===== src/rtl/g5_apblink_pkg.sv =====
// g5_apblink_pkg: shared encodings for the APBLink slave.
//   cmd_e      link command, sampled from lnk_s_addr[1:0] in IDLE
//   state_e    slave FSM states
//   lane_vec_t 4 lanes x 8 beats: the serial view of a 32-bit word, where
//              lane j beat k is word bit 8j+k
package g5_apblink_pkg;

  typedef enum logic [1:0] {
    CMD_NOOP  = 2'b00,
    CMD_READ  = 2'b01,
    CMD_WRITE = 2'b10,
    CMD_POLL  = 2'b11
  } cmd_e;

  typedef enum logic [2:0] {
    ST_IDLE,
    ST_ADDR,
    ST_SETUP,
    ST_ACCESS,
    ST_RDY,
    ST_RDAT
  } state_e;

  localparam int RDY_BIT    = 2;
  localparam int ERR_BIT    = 3;
  localparam int LNK_BEATS  = 8;
  localparam int NUM_LANES  = 4;          // data lanes on lnk_s_wdata / lnk_s_rdata
  localparam int ADDR_LANES = 3;          // address lanes on lnk_s_addr
  localparam int VEC_W      = LNK_BEATS;  // one bit per beat per lane

  typedef logic [NUM_LANES-1:0][VEC_W-1:0] lane_vec_t;

  // Marker word shown on lnk_s_rdata during the RDY cycle.
  function automatic logic [3:0] rdy_marker(input logic err);
    logic [3:0] m;
    m          = '0;
    m[RDY_BIT] = 1'b1;
    m[ERR_BIT] = err;
    return m;
  endfunction

endpackage


===== src/rtl/g5_apblink_lane_shift.sv =====
// g5_apblink_lane_shift: beat counter plus per-lane shift register.
// Every lane shifts right with its serial bit entering at the MSB, so after
// VEC_W shifts the first beat sits in bit 0. The same direction serialises:
// ser[] always exposes bit 0, i.e. the next beat to send.
//   pclk, preset_b  clock, synchronous active-low reset
//   clr             clear beat counter (priority over step)
//   step            advance beat counter
//   shift           shift every lane by one beat, shift_in entering at MSB
//   load/load_val   parallel load (priority over shift)
//   vec             parallel word
//   ser             bit 0 of every lane
//   beat_last       beat counter is at its final beat
module g5_apblink_lane_shift #(
  parameter int NUM_LANES = 4,
  parameter int VEC_W     = 8
) (
  input  logic                              pclk,
  input  logic                              preset_b,
  input  logic                              clr,
  input  logic                              step,
  input  logic                              shift,
  input  logic                              load,
  input  logic [NUM_LANES-1:0][VEC_W-1:0]   load_val,
  input  logic [NUM_LANES-1:0]              shift_in,
  output logic [NUM_LANES-1:0][VEC_W-1:0]   vec,
  output logic [NUM_LANES-1:0]              ser,
  output logic                              beat_last
);

  localparam int CW = $clog2(VEC_W);

  logic [CW-1:0] beat;

  always_ff @(posedge pclk) begin
    if (!preset_b)  beat <= '0;
    else if (clr)   beat <= '0;
    else if (step)  beat <= beat + 1'b1;
  end

  assign beat_last = (beat == CW'(VEC_W - 1));

  for (genvar j = 0; j < NUM_LANES; j++) begin : g_lane
    logic [VEC_W-1:0] lane_q;

    always_ff @(posedge pclk) begin
      if (!preset_b)  lane_q <= '0;
      else if (load)  lane_q <= load_val[j];
      else if (shift) lane_q <= {shift_in[j], lane_q[VEC_W-1:1]};
    end

    assign vec[j] = lane_q;
    assign ser[j] = lane_q[0];
  end

endmodule


===== src/rtl/g5_apblink_slave.sv =====
// g5_apblink_slave: fabric end of the APBLink serial link.
// Deserialises a link command (CMD, 8 beats of ADDR/WDATA), runs one APB4
// transfer, then returns a RDY marker and, for reads, 8 beats of read data.
//   pclk, preset_b                clock (also link clock), sync active-low reset
//   lnk_s_enable                  link enable, qualifies commands in IDLE
//   lnk_s_addr[2:0]               CMD in command cycle, then address bits
//   lnk_s_wdata[3:0]              PSTRB in command cycle, then write data bits
//   lnk_s_rdata[3:0]              RDY/ERR markers, then read data bits
//   m_psel/m_penable/m_pwrite     APB4 controls
//   m_paddr[25:0], m_pwdata[31:0], m_pstrb[3:0]   APB4 request
//   m_prdata[31:0], m_pready, m_pslverr           APB4 response
//   lnk_busy                      high whenever the FSM is not in IDLE
module g5_apblink_slave
  import g5_apblink_pkg::*;
#(
  parameter int unsigned APB_TIMEOUT = 256
) (
  input  logic        pclk,
  input  logic        preset_b,
  input  logic        lnk_s_enable,
  input  logic [2:0]  lnk_s_addr,
  input  logic [3:0]  lnk_s_wdata,
  output logic [3:0]  lnk_s_rdata,
  output logic        m_psel,
  output logic        m_penable,
  output logic        m_pwrite,
  output logic [25:0] m_paddr,
  output logic [31:0] m_pwdata,
  output logic [3:0]  m_pstrb,
  input  logic [31:0] m_prdata,
  input  logic        m_pready,
  input  logic        m_pslverr,
  output logic        lnk_busy
);

  localparam int TW = (APB_TIMEOUT == 0) ? 1 : $clog2(APB_TIMEOUT + 1);

  state_e                              state;
  cmd_e                                cmd_q;
  cmd_e                                cmd_in;
  logic [3:0]                          strb_q;
  logic [ADDR_LANES-1:0][VEC_W-1:0]    addr_q;
  logic [ADDR_LANES-1:0][VEC_W-1:0]    addr_nxt;
  logic [ADDR_LANES*VEC_W-1:0]         last_addr;
  logic [TW-1:0]                       tmo_cnt;
  logic                                tmo_hit;
  logic                                acc_done;
  logic                                acc_err;

  lane_vec_t                           sh_vec;
  lane_vec_t                           sh_load_val;
  logic [NUM_LANES-1:0]                sh_ser;
  logic [NUM_LANES-1:0]                sh_in;
  logic                                sh_step;
  logic                                sh_shift;
  logic                                sh_load;
  logic                                beat_last;

  assign cmd_in = cmd_e'(lnk_s_addr[1:0]);

  // Address lanes shift like the data lanes: beat k lands in bit k.
  always_comb begin
    addr_nxt = addr_q;
    for (int i = 0; i < ADDR_LANES; i++)
      addr_nxt[i] = {lnk_s_addr[i], addr_q[i][VEC_W-1:1]};
  end

  // Abort on the APB_TIMEOUT-th ACCESS cycle that still has no m_pready.
  assign tmo_hit  = (APB_TIMEOUT != 0) && !m_pready &&
                    (tmo_cnt == TW'(APB_TIMEOUT - 1));
  assign acc_done = m_pready || tmo_hit;
  assign acc_err  = m_pready ? m_pslverr : 1'b1;

  // The data shifter deserialises WDATA in ADDR, holds it through ACCESS,
  // then is reloaded with the response and serialised out from RDY onward.
  // Shifting in RDY puts beat 1 at the output tap for the first RDAT cycle.
  assign sh_step     = (state == ST_ADDR) || (state == ST_RDAT);
  assign sh_shift    = sh_step || ((state == ST_RDY) && (cmd_q != CMD_WRITE));
  assign sh_load     = (state == ST_ACCESS) && acc_done;
  assign sh_load_val = m_pready ? lane_vec_t'(m_prdata) : '0;
  assign sh_in       = (state == ST_ADDR) ? lnk_s_wdata : '0;

  g5_apblink_lane_shift #(
    .NUM_LANES (NUM_LANES),
    .VEC_W     (VEC_W)
  ) u_shift (
    .pclk      (pclk),
    .preset_b  (preset_b),
    .clr       (state == ST_IDLE),
    .step      (sh_step),
    .shift     (sh_shift),
    .load      (sh_load),
    .load_val  (sh_load_val),
    .shift_in  (sh_in),
    .vec       (sh_vec),
    .ser       (sh_ser),
    .beat_last (beat_last)
  );

  assign m_paddr  = {addr_q, 2'b00};
  assign m_pwdata = sh_vec;

  always_ff @(posedge pclk) begin
    if (!preset_b) begin
      state       <= ST_IDLE;
      cmd_q       <= CMD_NOOP;
      strb_q      <= '0;
      addr_q      <= '0;
      last_addr   <= '0;
      tmo_cnt     <= '0;
      m_psel      <= 1'b0;
      m_penable   <= 1'b0;
      m_pwrite    <= 1'b0;
      m_pstrb     <= '0;
      lnk_s_rdata <= '0;
      lnk_busy    <= 1'b0;
    end else begin
      case (state)
        ST_IDLE: begin
          if (lnk_s_enable) begin
            case (cmd_in)
              CMD_WRITE, CMD_READ: begin
                state    <= ST_ADDR;
                cmd_q    <= cmd_in;
                strb_q   <= lnk_s_wdata;
                lnk_busy <= 1'b1;
              end
              CMD_POLL: begin
                state    <= ST_SETUP;
                cmd_q    <= cmd_in;
                strb_q   <= lnk_s_wdata;
                addr_q   <= last_addr;
                m_psel   <= 1'b1;
                m_pwrite <= 1'b0;
                m_pstrb  <= '0;
                lnk_busy <= 1'b1;
              end
              default: ;
            endcase
          end
        end

        ST_ADDR: begin
          addr_q <= addr_nxt;
          if (beat_last) begin
            state     <= ST_SETUP;
            last_addr <= addr_nxt;
            m_psel    <= 1'b1;
            m_pwrite  <= (cmd_q == CMD_WRITE);
            m_pstrb   <= (cmd_q == CMD_WRITE) ? strb_q : 4'h0;
          end
        end

        ST_SETUP: begin
          state     <= ST_ACCESS;
          m_penable <= 1'b1;
          tmo_cnt   <= '0;
        end

        ST_ACCESS: begin
          if (acc_done) begin
            state       <= ST_RDY;
            m_psel      <= 1'b0;
            m_penable   <= 1'b0;
            m_pwrite    <= 1'b0;
            m_pstrb     <= '0;
            lnk_s_rdata <= rdy_marker(acc_err);
          end else if (!(&tmo_cnt)) begin
            tmo_cnt <= tmo_cnt + 1'b1;
          end
        end

        ST_RDY: begin
          if (cmd_q == CMD_WRITE) begin
            state       <= ST_IDLE;
            lnk_s_rdata <= '0;
            lnk_busy    <= 1'b0;
          end else begin
            state       <= ST_RDAT;
            lnk_s_rdata <= sh_ser;
          end
        end

        ST_RDAT: begin
          if (beat_last) begin
            state       <= ST_IDLE;
            lnk_s_rdata <= '0;
            lnk_busy    <= 1'b0;
          end else begin
            lnk_s_rdata <= sh_ser;
          end
        end

        default: begin
          state    <= ST_IDLE;
          lnk_busy <= 1'b0;
        end
      endcase
    end
  end

endmodule


===== config.mk =====
export PLATFORM = sky130hd
export DESIGN_NAME = g5_apblink_slave
export DESIGN_NICKNAME = d
export VERILOG_FILES = /design/src/rtl/g5_apblink_pkg.sv /design/src/rtl/g5_apblink_lane_shift.sv /design/src/rtl/g5_apblink_slave.sv
export SDC_FILE = /design/constraint.sdc
export NUM_CORES = 1
export LEC_CHECK = 0
export BUFFER_PORTS_ARGS = -buffer_cell sky130_fd_sc_hd__buf_4
export CAP_MARGIN = 10
export CORE_ASPECT_RATIO = 1.5
export CORE_MARGIN = 2
export CORE_UTILIZATION = 53
export CTS_CLUSTER_DIAMETER = 50
export DETAILED_ROUTE_END_ITERATION = 7
export PLACE_DENSITY_LB_ADDON = 0.2
export SKIP_CTS_REPAIR_TIMING = 1
export SLEW_MARGIN = 20
export SYNTH_ARGS = -nofsm -noshare
export SYNTH_HDL_FRONTEND = slang
export SYNTH_SLANG_ARGS = --single-unit

===== constraint.sdc =====
create_clock -name pclk -period 2.7 [get_ports pclk]
set_input_delay 0.135 -clock pclk [delete_from_list [all_inputs] [get_ports pclk]]
set_output_delay 0.135 -clock pclk [all_outputs]
set_load 0.01 [all_outputs]

======== Yosys cells after proc, flatten, opt, wreduce, memory -nomap -nowiden ========
Cells that the tools add are included.
storage, ports and cells
  word-level logic and storage cells ...... 121
  output and inout bits ................... 70
  register bits after elaboration ......... 113
operators by class
  muxes and demuxes ....................... 49
  reductions and logical operators ........ 27
  add/sub/neg operators ................... 2
  eq/ne operators ......................... 22
  bitwise operators ....................... 2
operators with widths
  cell                                                              number
  8-bit 2-to-1 mux                                                  8
  24-bit 2-to-1 mux                                                 2
  24-bit case mux with 2 select lines                               1
  4-bit 2-to-1 mux                                                  9
  32-bit 2-to-1 mux                                                 1
  4-bit case mux with 3 select lines                                2
  9-bit 2-to-1 mux                                                  2
  2-bit != test (second input constant)                             9
  3-bit case mux with 6 select lines                                1
  9-bit case mux with 2 select lines                                1
  3-bit 2-to-1 mux                                                  5
  5-bit AND reduction                                               3
  1-bit 2-to-1 mux                                                  12
  9-bit by 1-bit adder with 9-bit output (second input constant)    1
  3-bit == test (second input constant)                             3
  9-bit by 8-bit == test with 1-bit output (second input constant)  1
  3-bit AND reduction                                               3
  9-bit AND reduction                                               1
  2-bit == test (second input constant)                             3
  3-bit by 2-bit == test with 1-bit output (second input constant)  2
  1-bit case mux with 3 select lines                                2
  3-bit case mux with 2 select lines                                1
  2-bit AND reduction                                               3
  2-bit nonzero test                                                3
  15 further kinds                                                  23

======== Logic depth before layout (Yosys ltp) ========
  depth after elaboration ................. 5
  mapped depth ............................ 8

======== Modules after synthesis ========
A second synthesis with hierarchy kept.
unflattened totals
  cells, all modules ...................... 598
  area, all modules ....................... 5621.6 sq um
modules (own cells, without submodules)
  module                 times used  area each (sq um)  cells each
  g5_apblink_slave       1           3683.5             440
  g5_apblink_lane_shift  1           1938.1             158

======== Least setup slack after synthesis ========
OpenSTA, ideal clock, no wires.
  path type ............................... register -> register
  start point ............................. register tmo_cnt[0]
  end point ............................... register tmo_cnt[7]
  stages on the path, launching flop included .. 8
  data arrival time ....................... 1.795 ns
  buffers on the path ..................... 0
  slack ................................... 0.777 ns
  data required time ...................... 2.572 ns
  cells stage by stage .................... dfxtp_1 > ha_1 > and4_1 > ha_1 > o31ai_2 > nand4_1 > xor2_1 > nor2_1
between the ends
  longest elaborated chain between the ends .. 5
  elaborated cells on any way between the ends .. 11
  those cells by class .................... add/sub (1); eq/ne (3); mux (3); reduce/logical (4)
ends and longest elaborated chain
  item                                                                            RTL line                 text
  from (decl)                                                                     g5_apblink_slave.sv:45   logic [TW-1:0] tmo_cnt;
  from (signal assigned)                                                          g5_apblink_slave.sv:169  tmo_cnt <= tmo_cnt + 1'b1;
  branches (longest 5 deep; another with 9-bit by 1-bit adder with 9-bit output)  --
Several ways; the timed one is not identified. The select of a mux whose other input is x is not followed.
A chain may end at the register's enable or synchronous reset.

======== Final worst setup path ========
  start point ............................. register tmo_cnt[2]
  end point ............................... register u_shift.g_lane[2].lane_q[0]
between the ends
  longest elaborated chain between the ends .. 5
  elaborated cells on any way between the ends .. 6
  those cells by class .................... eq/ne (1); mux (1); reduce/logical (4)
ends and longest elaborated chain
  item                                                    RTL line                     text
  9-bit by 8-bit == test with 1-bit output (*)            g5_apblink_slave.sv:70       (tmo_cnt == TW'(APB_TIMEOUT - 1));
  1-bit logical AND (*)                                   g5_apblink_slave.sv:69       assign tmo_hit = (APB_TIMEOUT != 0) && !m_pready &&
  1-bit logical OR (*)                                    g5_apblink_slave.sv:71       assign acc_done = m_pready || tmo_hit;
  1-bit logical AND (*)                                   g5_apblink_slave.sv:79       assign sh_load = (state == ST_ACCESS) && acc_done;
  8-bit 2-to-1 mux or 2-bit nonzero test (tied branches)  --
  to (signal assigned)                                    g5_apblink_lane_shift.sv:47  else if (load) lane_q <= load_val[j];
  to (signal assigned)                                    g5_apblink_lane_shift.sv:48  else if (shift) lane_q <= {shift_in[j], lane_q[VEC_W-1:1]};
  to (decl)                                               g5_apblink_lane_shift.sv:43  logic [VEC_W-1:0] lane_q;
Every way passes the cells marked *; elsewhere a longest branch is shown, timed or not.

==> out/metrics.yaml <==
core_area_mm2: 0.00883
rows: 42
startpoint_type: "register"
rsz0062_at_grt: "false"
clockBufferDepth: 2
async_flop_share_pct: 0
critical_path_required_ps: 3030
min_path_type: "primary input to register"
max_freq_mhz: 416
p_sw_w: 0.00118
yosysWarnings: 0
wl_mm: 12.7
fin_crit_sh_pct: 89.0
grt_max_degree: 49
status: "complete, but fails checks"
syn_area_mm2: 0.00484
drtIter0Drc: 278
cts_buffers: 17
drt-met1-wl_mm: 5.05
crit_path_max_fanout: 19
hold_violations: 14
synth_cell_types: 50
pwr-share-seq_pct: 40.5
initial_core_util_pct: 54.8
vias: 4771
synth_top_area_share_pct: 46.8
ant_nets: 0
area_growth_pct: 31.7
max_slew_margin_pct: 33.1
syn-instance-count: 595
io_pins: 114
power.density_mw_per_mm2: 737
p_leak_nw: 2.52
die_x_um: 82
port_buffers: 111
cp_slowest_cell: "o221ai_2"
power.internal_w: 0.00351
gp_congestion: 0.796
tightest_slew_ps: 1000
ir_worst_vdd_mv: 0.472
setup_viol: 0
drc: 0
dieHeight_um: 121
synth_seq_cells: 113
pwr-share-comb_pct: 14.5
end_kind: "register"
cp_common_cell: "and4_1"
grt_pass1_vias: 4601
synth_edf_count: 0
die_area_mm2: 0.00992
mostFrequentLayoutCells: "buf_4 (122), dfxtp_1 (113), nand2_1 (110), o21ai_0 (80), a21oi_1 (61)"
antenna_found_initial: 0
viasPerCell: 5.78
wl_per_cell_um: 15.4
max_stage_delay_ps: 550
insertion_delay_ps: 400
grt_usage_pct: 26.1
ys.flop_type: "dfxtp_1"
cp_top_family: "compound AO/OA/AOI/OAI gates"
cp_data_arrival_time_ps: 2730
max-cap-violations: 0
wl_met2_mm: 6.54
path_cells: "and4_1 > and4_1 > ha_1 > nor2_1 > o221ai_2 > buf_8 > o21ai_0 > a21oi_1"
clock-sinks: 113
yosys.area.top_type: "dfxtp_1"
met3_length_um: 954
highest_layer: "met4"
cts_tree: "built"
layout_min_cycle_time_ps: 2400
swShare_pct: 25.2
drive_gt1_share_pct: 21.5
critical_path_class: "register to register"
fin_nets: 752
maxSlewViolCount: 0
tns_ps: 0
place_hpwl_mm: 8.05
clock_skew_ps: 8.38
grt_pass1_wl_mm: 20.4
place_ws_ps: 353
first_pass_iters: 4
root_buffer: "clkbuf_16"
violations: "hold timing"
overflow: 0
p_clk_share_pct: 45.0
whs_ps: -15.4
seq_area_frac_synth_pct: 46.8
synth_area_leaders: "dfxtp_1 (47%), nand2_1 (8.5%), o21ai_0 (8.4%)"
final_common_cell: "buf_4"
synth_area_per_cell_um2: 8.13
finalWorstSetupSlack_ps: 298
cts_max_level: 4
path_clk_slew_ps: 50
diodes: 0
critPathBufInv: 1
## sequential cells by signal, summed over array words and instances, names as in the netlist, 4 cells and up
signal                 flops
strb_q                     4
lnk_s_rdata                4
u_shift.g_lane.lane_q     32
m_paddr                   24
last_addr                 24
m_pstrb                    4
tmo_cnt                    9
## worst paths after layout
| check | depth (start not counted) | slack, ps | start | endpoint |
|---|---|---|---|---|
| worst max-delay path | 8 | 300 | tmo_cnt[2]$_SDFFE_PN0P_ | u_shift.g_lane[2].lane_q[0]$_SDFFE_PN0P_ |
| worst min-delay path | 3 | -20 | m_prdata[22] | u_shift.g_lane[2].lane_q[6]$_SDFFE_PN0P_ |
| worst max register to register | 8 | 300 | tmo_cnt[2]$_SDFFE_PN0P_ | u_shift.g_lane[2].lane_q[0]$_SDFFE_PN0P_ |
| worst min register to register | 2 | 450 | last_addr[10]$_SDFFE_PN0P_ | last_addr[10]$_SDFFE_PN0P_ |
## worst register-to-register path, cell delays in order, from the launching register on
cell      delay [ps]
dfxtp_1          390
and4_1           250
and4_1           250
ha_1             270
nor2_1           110
o221ai_2         550
buf_8            240
o21ai_0          100
a21oi_1          160
## logic make-up (layout without fill, tap and decap cells)
kind of cell / Yosys count / in the layout / share of synthesized area [%]
fa+ha+maj: 5 / 5 / 1.29
other cells: 1 / 2 / 0.0775
buf+inv: 56 / 176 / 5.66
xor+xnor: 6 / 6 / 1.09
simple gates: 204 / 204 / 18.4
compound gates: 205 / 205 / 25.7
mux: 5 / 5 / 1.03
flops: 113 / 113 / 46.8
## synth_stat cells (2+ instances only)
master,number
o21ai_1,4
a32oi_1,2
and2_1,3
nand2b_1,4
a22o_1,4
a21o_1,2
mux2i_1,5
nand3_1,8
nor3_1,5
a22oi_1,2
o22a_1,4
a21oi_1,61
nor2_1,50
o21ai_0,81
nand2_1,110
o211a_1,2
inv_1,6
and4_1,2
buf_4,7
nor2b_1,9
clkbuf_1,17
xor2_1,6
o31ai_1,3
clkbuf_2,2
a31oi_1,6
a311oi_1,25
nand4_1,4
buf_2,22
ha_1,5
and3_1,2
dfxtp_1,113
## per-stage QoR
stage	cells	instance area [um^2]	hold WS, ps	total power [W]	utilization [%]
6_report	826	6370	-15.4	0.00469	72.2
5_1_grt	826	6370	-1.01	0.00486	72.2
3_5_place_dp	780	5670	393	0.00259	64.2
3_3_place_gp	779	5650	385	0.00256	64.0
4_1_cts	812	6230	-29.3	0.00470	70.6
2_1_floorplan	596	4840	271	0.00228	-
## routing by layer
layer,up-vias,GRT usage [%]
met5,-,0
met4,0,8.75
met3,14,8.18
met2,178,45.9
met1,2284,29.0
li1,2295,-
## layout make-up
| cell class | instances | area (um^2) |
|---|---|---|
| clock inverters | 5 | 77.6 |
| fillers | 687 | 2460 |
| inverters | 7 | 26.3 |
| repair buffers | 137 | 1070 |
| multi-input cells | 427 | 2310 |
| clock buffers | 27 | 483 |
| well taps | 110 | 138 |
| flip-flops and latches | 113 | 2260 |
## power groups by stage
| stage | clock network [W] | logic, W | registers (W) |
|---|---|---|---|
| 6_report | 0.00211 | 0.000679 | 0.00190 |
| 5_1_grt | 0.00220 | 0.000747 | 0.00191 |
| 4_1_cts | 0.00213 | 0.000666 | 0.00190 |
| 3_5_place_dp | 0 | 0.000662 | 0.00193 |
| 3_3_place_gp | 0 | 0.000637 | 0.00193 |
| 2_1_floorplan | 0 | 0.000324 | 0.00196 |
No activity file was read; power rests on OpenSTA's default activity.
